--- config.mk ---
export PLATFORM = sky130hd
export DESIGN_NAME = forwarding
export DESIGN_NICKNAME = d
export VERILOG_FILES = /design/src/rtl/forwarding.sv
export SDC_FILE = /design/constraint.sdc
export NUM_CORES = 1
export LEC_CHECK = 0
export CORE_MARGIN = 2
export CORE_UTILIZATION = 45
export CTS_BUF_LIST = sky130_fd_sc_hd__clkbuf_8
export DETAILED_ROUTE_END_ITERATION = 6
export GPL_TIMING_DRIVEN = 0
export HOLD_SLACK_MARGIN = 0.15
export PLACE_DENSITY = 0.85
export SYNTH_ARGS = -nofsm -noshare
export SYNTH_HDL_FRONTEND = slang
export SYNTH_SLANG_ARGS = --single-unit
--- constraint.sdc ---
create_clock -name clk -period 5.2 [get_ports clk]
set_input_delay 1.04 -clock clk [delete_from_list [all_inputs] [get_ports clk]]
set_output_delay 1.04 -clock clk [all_outputs]
set_load 0.01 [all_outputs]
--- src/rtl/forwarding.sv ---
// Operand forwarding and load-use stall unit for a 5-stage pipeline.
// Optional macro FWD_R0_GUARD_EN makes register 0 invisible to forwarding and hazard detection.
module forwarding #(
    parameter int DATA_W = 32,
    parameter int REG_W  = 5
) (
    input  logic              clk,
    input  logic              rst_n,
    output logic              fw_if_id_stall,
    input  logic [REG_W-1:0]  id_fw_regdest,
    input  logic              id_fw_load,
    input  logic [REG_W-1:0]  id_fw_addra,
    input  logic [REG_W-1:0]  id_fw_addrb,
    input  logic [DATA_W-1:0] id_fw_rega,
    input  logic [DATA_W-1:0] id_fw_regb,
    output logic [DATA_W-1:0] fw_id_rega,
    output logic [DATA_W-1:0] fw_id_regb,
    input  logic [DATA_W-1:0] ex_fw_wbvalue,
    input  logic              ex_fw_writereg,
    input  logic [DATA_W-1:0] mem_fw_wbvalue,
    input  logic              mem_fw_writereg,
    input  logic [DATA_W-1:0] wb_fw_wbvalue,
    input  logic              wb_fw_writereg
);

    logic              ex_valid_q,  ex_valid_d;
    logic [REG_W-1:0]  ex_dest_q,   ex_dest_d;
    logic              ex_load_q,   ex_load_d;
    logic              mem_valid_q, mem_valid_d;
    logic [REG_W-1:0]  mem_dest_q,  mem_dest_d;
    logic              mem_load_q,  mem_load_d;
    logic              wb_valid_q,  wb_valid_d;
    logic [REG_W-1:0]  wb_dest_q,   wb_dest_d;
    logic              wb_load_q,   wb_load_d;
    logic [DATA_W-1:0] rega_q,      rega_d;
    logic [DATA_W-1:0] regb_q,      regb_d;
    logic              stall_q,     stall_d;

    logic addra_ok, addrb_ok;
    logic ex_match_a, mem_match_a, wb_match_a;
    logic ex_match_b, mem_match_b, wb_match_b;
    logic hazard;

`ifdef FWD_R0_GUARD_EN
    assign addra_ok = (id_fw_addra != '0);
    assign addrb_ok = (id_fw_addrb != '0);
`else
    assign addra_ok = 1'b1;
    assign addrb_ok = 1'b1;
`endif

    assign ex_match_a  = addra_ok && ex_valid_q  && (ex_dest_q  == id_fw_addra) && ex_fw_writereg;
    assign mem_match_a = addra_ok && mem_valid_q && (mem_dest_q == id_fw_addra) && mem_fw_writereg;
    assign wb_match_a  = addra_ok && wb_valid_q  && (wb_dest_q  == id_fw_addra) && wb_fw_writereg;
    assign ex_match_b  = addrb_ok && ex_valid_q  && (ex_dest_q  == id_fw_addrb) && ex_fw_writereg;
    assign mem_match_b = addrb_ok && mem_valid_q && (mem_dest_q == id_fw_addrb) && mem_fw_writereg;
    assign wb_match_b  = addrb_ok && wb_valid_q  && (wb_dest_q  == id_fw_addrb) && wb_fw_writereg;

    // A load still in EX cannot supply its data yet; writereg is deliberately ignored here.
    assign hazard = !stall_q && ex_valid_q && ex_load_q &&
                    ((addra_ok && (ex_dest_q == id_fw_addra)) ||
                     (addrb_ok && (ex_dest_q == id_fw_addrb)));

    always_comb begin
        mem_valid_d = ex_valid_q;
        mem_dest_d  = ex_dest_q;
        mem_load_d  = ex_load_q;
        wb_valid_d  = mem_valid_q;
        wb_dest_d   = mem_dest_q;
        wb_load_d   = mem_load_q;
        ex_valid_d  = 1'b0;
        ex_dest_d   = '0;
        ex_load_d   = 1'b0;
        rega_d      = '0;
        regb_d      = '0;
        stall_d     = 1'b0;

        if (hazard) begin
            stall_d = 1'b1;
        end else begin
            ex_valid_d = 1'b1;
            ex_dest_d  = id_fw_regdest;
            ex_load_d  = id_fw_load;

            if (ex_match_a)       rega_d = ex_fw_wbvalue;
            else if (mem_match_a) rega_d = mem_fw_wbvalue;
            else if (wb_match_a)  rega_d = wb_fw_wbvalue;
            else                  rega_d = id_fw_rega;

            if (ex_match_b)       regb_d = ex_fw_wbvalue;
            else if (mem_match_b) regb_d = mem_fw_wbvalue;
            else if (wb_match_b)  regb_d = wb_fw_wbvalue;
            else                  regb_d = id_fw_regb;
        end
    end

    always_ff @(posedge clk or negedge rst_n) begin
        if (!rst_n) begin
            ex_valid_q  <= 1'b0;
            ex_dest_q   <= '0;
            ex_load_q   <= 1'b0;
            mem_valid_q <= 1'b0;
            mem_dest_q  <= '0;
            mem_load_q  <= 1'b0;
            wb_valid_q  <= 1'b0;
            wb_dest_q   <= '0;
            wb_load_q   <= 1'b0;
            rega_q      <= '0;
            regb_q      <= '0;
            stall_q     <= 1'b0;
        end else begin
            ex_valid_q  <= ex_valid_d;
            ex_dest_q   <= ex_dest_d;
            ex_load_q   <= ex_load_d;
            mem_valid_q <= mem_valid_d;
            mem_dest_q  <= mem_dest_d;
            mem_load_q  <= mem_load_d;
            wb_valid_q  <= wb_valid_d;
            wb_dest_q   <= wb_dest_d;
            wb_load_q   <= wb_load_d;
            rega_q      <= rega_d;
            regb_q      <= regb_d;
            stall_q     <= stall_d;
        end
    end

    assign fw_id_rega     = rega_q;
    assign fw_id_regb     = regb_q;
    assign fw_if_id_stall = stall_q;

    // The WB-slot load flag is carried for history completeness only.
    logic unused_wb_load;
    assign unused_wb_load = wb_load_q;

endmodule

==> results of run 1 <==
-- layout by cell type (no fill, tap or decap), drive strengths merged, types with 2 or more instances in the layout --
master	instances
nand2	38
xor2	14
a221oi	64
buf	30
a22oi	2
clkbuf	30
o32ai	64
inv	5
or3	2
a21oi	2
nor2b	7
bufinv	3
nor3	2
nand4	3
xnor2	14
nand3	3
nor2	67
and3	32
clkdlybuf4s50	244
dfrtp	84
-- registers in the layout (all words and copies together) (netlist names) --
name / count
fw_id_regb: 32
ex_dest_q: 5
ex_load_q: 1
fw_id_rega: 32
mem_valid_q: 1
wb_dest_q: 5
mem_dest_q: 5
ex_valid_q: 1
fw_if_id_stall: 1
wb_valid_q: 1
-- worst max path at each step --
| stage | startpoint | to | slack [ns] | cells after the start |
|---|---|---|---|---|
| 3_5_place_dp | id_fw_addrb[2] | fw_id_regb[28] | 1.73 | 7 |
| 6_report | id_fw_addrb[2] | fw_id_regb[28] | 2.14 | 7 |
| 2_1_floorplan | id_fw_addrb[3] | fw_id_regb[10] | 2.80 | 7 |
| 3_3_place_gp | rst_n | mem_dest_q[4] | 0.1 | 1 |
| 4_1_cts | id_fw_addrb[2] | fw_id_regb[26] | 2.12 | 7 |
| 5_1_grt | id_fw_addra[3] | fw_id_regb[28] | 1.93 | 7 |
-- cell type report --
class / count / area (um2) / share of cell area
well taps: 140 / 175.2 / 0.02229
repair buffers: 246 / 2477 / 0.3152
flip-flops and latches: 84 / 2102 / 0.2675
multi-input cells: 321 / 2534 / 0.3224
clock buffers: 9 / 123.9 / 0.01576
inverters: 3 / 11.26 / 0.001433
plain buffers: 49 / 320.3 / 0.04076
clock inverters: 7 / 115.1 / 0.01465
-- power by group through the flow --
stage,logic [uW],registers (uW),clock network [uW]
detailed placement,533,752,0
global placement,520,752,0
CTS,535,739,573
floorplan,184,775,0
finish,538,739,567
global route,570,744,598
-- layer usage --
metal  GRT usage  vias up
met5           0        -
met4      0.1538        0
met3     0.05320       61
met2      0.5497      365
met1      0.3878     2534
li1            -     2297
-- through the flow --
step / total power [uW] / utilization / cell area (um2) / std cells / hold slack, ns
after global placement: 1271 / 0.7037 / 7595 / 842 / 0.3842
after global routing: 1912 / 0.7281 / 7859 / 859 / 0.4306
final: 1845 / 0.7281 / 7859 / 859 / 0.4124
after CTS: 1847 / 0.7281 / 7859 / 859 / 0.4120
after floorplan: 959.6 / - / 4967 / 457 / 0.3734
after detailed placement: 1285 / 0.7060 / 7620 / 843 / 0.3926
-- logic make-up after synthesis --
logic type                share of synthesized area
and+or+nand+nor                              0.1491
DFF                                          0.4232
AOI/OAI and AO/OA                            0.3116
buffers and inverters                       0.06675
xor gates and xnor gates                    0.04937
-- worst max-delay path, cell delays in order --
cell and delay (ns):
clkdlybuf4s50_1 0.51, xor2_1 0.20, nor3_2 0.28, nand2_1 0.25, a22oi_1 0.48, buf_2 0.35
o32ai_1 0.15
==> results_dict.tcl, run 1 <==
set metrics [dict create \
    nNetsFinal 895 \
    design.die.area_um2 11900 \
    clk_pin_slew_worst_paths_ns 0.09 \
    met3_length_um 1767 \
    power.sequential.fraction 0.401 \
    timing.final.crit_period_ns 3.059 \
    status "completed" \
    internal_power_uw 1342 \
    cp_data_arrival_time_ns 3.27 \
    count_leader_synth "dfrtp_1" \
    die_h_um 109.1 \
    detailedPlace.worstSlack_ns 1.725 \
    sw_frac_of_total 0.2724 \
    share_of_the_synthesized_area_in_the_top_cell_type 0.4232 \
    fin_ws_ns 2.141 \
    final_layout_size_suffix_gt1_frac 0.1502 \
    clk_path_buf_depth 2 \
    setup_tns_ns 0 \
    reg2reg_setup_slack_ns 2.92 \
    power_switching_uw 502.4 \
    timing_worst_slew_pin_value_ns 0.6348 \
    synth-seq-cells 84 \
    die_x_um 109.1 \
    antenna_found_initial 0 \
    worstHoldStart "mem_valid_q" \
    total_drc_errors_in_the_routed_layout 0 \
    placeable_area_um2 10790 \
    wl_per_cell_um 22.45 \
    combPwrFrac 0.292 \
    cts_repair_resize_count 0 \
    start_util 0.4602 \
    hold_viol 0 \
    detailroute.via_count 5257 \
    cts_tree "built" \
    route.top_layer_used "met4" \
    post_synth_instance_area_um2 4967 \
    yosysUniqueCellTypes 30 \
    grt_max_degree 65 \
    flow.area_growth_from_synthesis_pct 58.21 \
    post-route-period-util 0.5882 \
    dpl.hpwl_um 14020 \
    ioPinCount 246 \
    setup_violations 0 \
    yosys_most_used_dff "dfrtp_1" \
    power.leakage_uw 0.003033 \
    via_count_of_the_first_global_routing_pass 5580 \
    n_antenna_cell 0 \
    drt-initial-drc-count 339 \
    startpoint_type "primary input" \
    drt_pre_antenna_iters 5 \
    drt-vias-per-instance 6.120 \
    drv_slew 0 \
    port_buffers 245 \
    synth_nets 638 \
    timing.max_slew.rel_slack 0.5768 \
    max_cap_viol_count 0 \
    cp_data_required_time_ns 5.41 \
    ir_drop_mv 0.1273 \
    clock.fmax_mhz 326.9 \
    std_cell_rows 38 \
    end_kind "flip-flop" \
    postRouteAntennaNets 0 \
    grt_first_pass_wirelength_um 28950 \
    yosys.area.top_type "dfrtp_1" \
    power.share.clock 0.307 \
    h-tree-depth 3 \
    dr_wl_met2_um 9534 \
    path_max_fanout 10 \
    synth_common_cells "dfrtp_1, nor2_1, o32ai_1" \
    synthesis.area_per_instance_um2 10.87 \
    cts.sinks 84 \
    synth_enable_flop_cells 0 \
    r2r-end "fw_id_regb[28]" \
    cts_root_buf "clkbuf_8" \
    synth_area_leaders "dfrtp_1, a221oi_2, o32ai_1" \
    worst_skew_pair.late_latency_ns 0.37 \
    fillCellCount 761 \
    worstRegToRegCells 6 \
    worst_r2r_startpoint "ex_dest_q[2]" \
    route.final.wire_length_um 19290 \
    hold_path_end "wb_valid_q" \
    grtUsageTotal 0.3196 \
    timing.hold.worst.class "flip-flop to flip-flop" \
    grt_setup_unrepaired "no" \
    cts_inserted_buffers 9 \
    postSynthCellCount 457 \
    gp_congestion 0.8975 \
    drt-met1-wl_um 7226 \
    total_grt_overflow 0 \
    post_cts.repair.setup_buffers 0 \
    hold_critical_path_depth 0 \
    synth.yosys.warnings 0 \
    post_route_clock_skew_ns 0.008474 \
    ys_seq_area_frac 0.4232 \
    asyncSetResetFlopFracSynth 1.000 \
    timing_worst_setup_path_type "primary input to flip-flop" \
    power.density_cell_area_nw_per_um2 234.7 \
    cts.hold.buffers_added 0 \
]
(Power assumes the default switching activity.)
==> run 2: changes to the inputs <==
--- a/config.mk
+++ b/config.mk
@@ -6,12 +6,12 @@
 export NUM_CORES = 1
 export LEC_CHECK = 0
 export CORE_MARGIN = 2
-export CORE_UTILIZATION = 45
+export CORE_UTILIZATION = 42
 export CTS_BUF_LIST = sky130_fd_sc_hd__clkbuf_8
 export DETAILED_ROUTE_END_ITERATION = 6
 export GPL_TIMING_DRIVEN = 0
 export HOLD_SLACK_MARGIN = 0.15
-export PLACE_DENSITY = 0.85
+export PLACE_DENSITY = 0.8
 export SYNTH_ARGS = -nofsm -noshare
 export SYNTH_HDL_FRONTEND = slang
 export SYNTH_SLANG_ARGS = --single-unit
==> constraint.sdc (replaced) <==
create_clock -name clk -period 3.08 [get_ports clk]
set_input_delay 0.616 -clock clk [delete_from_list [all_inputs] [get_ports clk]]
set_output_delay 0.616 -clock clk [all_outputs]
set_load 0.01 [all_outputs]
==> run 2 against run 1 <==
- register-to-register slack worse by 2.2 ns
- routed wire length is 2.0% lower
- sequential power is 69% higher
- flip-flop and latch count stayed put
- critical path depth stayed put
- worst hold slack worse by 0.23 ns
- critical endpoint is now fw_id_rega[10]
- count of clock-buffer cells in the layout is 1 higher
- cell area is 0.75% lower
==> results_dict.tcl, run 2 (synthesis gave the netlist of run 1 again) <==
set metrics [dict create \
    timing.final.crit_period_ns 2.708 \
    power.leakage_uw 0.003000 \
    clock.fmax_mhz 369.3 \
    fin_total_pwr_uw 2901 \
    detailedPlace.worstSlack_ns 0.04262 \
    timing_worst_slew_pin_value_ns 0.6623 \
    via_count_of_the_first_global_routing_pass 5427 \
    use_met2 0.4695 \
    cts_inserted_buffers 9 \
    ioPinCount 246 \
    drt-initial-drc-count 309 \
    post_cts.repair.setup_buffers 0 \
    die_h_um 112.8 \
    mostFrequentLayoutCell "clkdlybuf4s50_1" \
    final_layout_size_suffix_gt1_frac 0.1504 \
    cp_data_arrival_time_ns 2.91 \
    grt_most_used_layer "met2" \
    timing_worst_setup_path_type "primary input to flip-flop" \
    placeable_area_um2 11470 \
    max_cap_viol_count 0 \
    std_cell_rows 39 \
    post_route_clock_skew_ns 0.01306 \
    grtUsageTotal 0.2890 \
    flow.area_growth_from_synthesis_pct 57.03 \
    total_drc_errors_in_the_routed_layout 0 \
    cts_tree "built" \
    global_routing_met3_resource_utilization 0.06749 \
    critical-path-slowest-cell "a22oi_1" \
    setup_violations 0 \
    timing.max_slew.rel_slack 0.5585 \
    design.die.area_um2 12710 \
    grt_setup_unrepaired "no" \
    post-route-period-util 0.8792 \
    fin_ws_ns 0.3721 \
    path_max_fanout 10 \
    die_x_um 112.8 \
    hold_viol 0 \
    detailroute.via_count 5225 \
    gp_congestion 0.8820 \
    start_util 0.4332 \
    clk_pin_slew_worst_paths_ns 0.10 \
    drt-vias-per-instance 6.069 \
    drt_pre_antenna_iters 5 \
    wl_per_cell_um 21.95 \
    cts.sinks 84 \
    ordered_list_of_cells_on_the_worst_path "clkdlybuf4s50_1 -> xor2_1 -> nor3_1 -> nand3_1 -> a22oi_1 -> buf_2 -> o32ai_1" \
    startpoint_type "primary input" \
    reg2reg_setup_slack_ns 0.74 \
    cts_repair_resize_count 0 \
    end_kind "flip-flop" \
    most-common-layout-cells "clkdlybuf4s50_1, dfrtp_1, nor2_1, o32ai_1, a221oi_2" \
    worst_skew_pair.late_latency_ns 0.37 \
    n_antenna_cell 0 \
    port_buffers 245 \
    power.density_cell_area_nw_per_um2 371.9 \
    drv_slew 0 \
    ir_drop_mv 0.2292 \
    timing.hold.worst.class "primary input to async pin" \
    cts_root_buf "clkbuf_8" \
    dpl.hpwl_um 13730 \
    postRouteAntennaNets 0 \
    grt_first_pass_wirelength_um 28650 \
    status "completed" \
    slowest_delay_ns 0.59 \
    groute.layer.met1.usage 0.3640 \
    antenna_found_initial 0 \
    cts.hold.buffers_added 0 \
    cp_data_required_time_ns 3.28 \
    grt_max_degree 51 \
    clk_path_buf_depth 2 \
    route.final.wire_length_um 18900 \
    h-tree-depth 3 \
    nNetsFinal 895 \
    total_grt_overflow 0 \
]
==> run 2: per-layer routing <==
layer / wire (um) / up-vias
met5: 0 / -
met2: 9258 / 366
met4: 650 / 0
met3: 1875 / 58
li1: - / 2297
met1: 7110 / 2504
==> run 2: cell type report <==
class | instances | area, um2
Fill cell | 863 | 3667
Multi-Input combinational cell | 321 | 2534
Timing Repair Buffer | 246 | 2477
Sequential cell | 84 | 2102
Buffer | 49 | 320.3
Tap cell | 143 | 178.9
Clock buffer | 10 | 137.6
Clock inverter | 5 | 38.79
Inverter | 3 | 11.26
==> run 2: worst paths after layout <==
kind | startpoint | endpoint | cells past startpoint
min reg2reg | mem_valid_q | wb_valid_q | 0
min | rst_n | fw_id_rega[4] | 1
min in group clk | mem_valid_q | wb_valid_q | 0
max in group asynchronous | rst_n | fw_id_regb[8] | 2
max reg2reg | ex_dest_q[3] | fw_id_rega[10] | 6
max | id_fw_addra[3] | fw_id_rega[10] | 7
==> run 2: where the power goes <==
| group | leakage (uW) | internal (uW) | switching, uW |
|---|---|---|---|
| logic | 0.00193 | 526 | 380 |
| registers | 0.000978 | 1200 | 45.2 |
| clock network | 0.0000883 | 314 | 433 |
==> run 2: per-stage QoR <==
stage          area [um2]  TNS, ns  std cells  utilization  hold WS, ns
2_1_floorplan        4967        0        457            -       0.3204
4_1_cts              7800        0        861       0.6802       0.2018
5_1_grt              7800        0        861       0.6802       0.2238
3_3_place_gp         7599  -134.91        845       0.6626       0.3795
6_report             7800        0        861       0.6802       0.1831
3_5_place_dp         7624        0        846       0.6648       0.3844
==> run 2: critical path: cells and delay by family <==
family / cells / cell delay, ns
AO/OA/AOI/OAI: 2 / 0.74
buffers and inverters: 2 / 0.87
AND/OR/NAND/NOR: 2 / 0.48
XOR/XNOR: 1 / 0.20
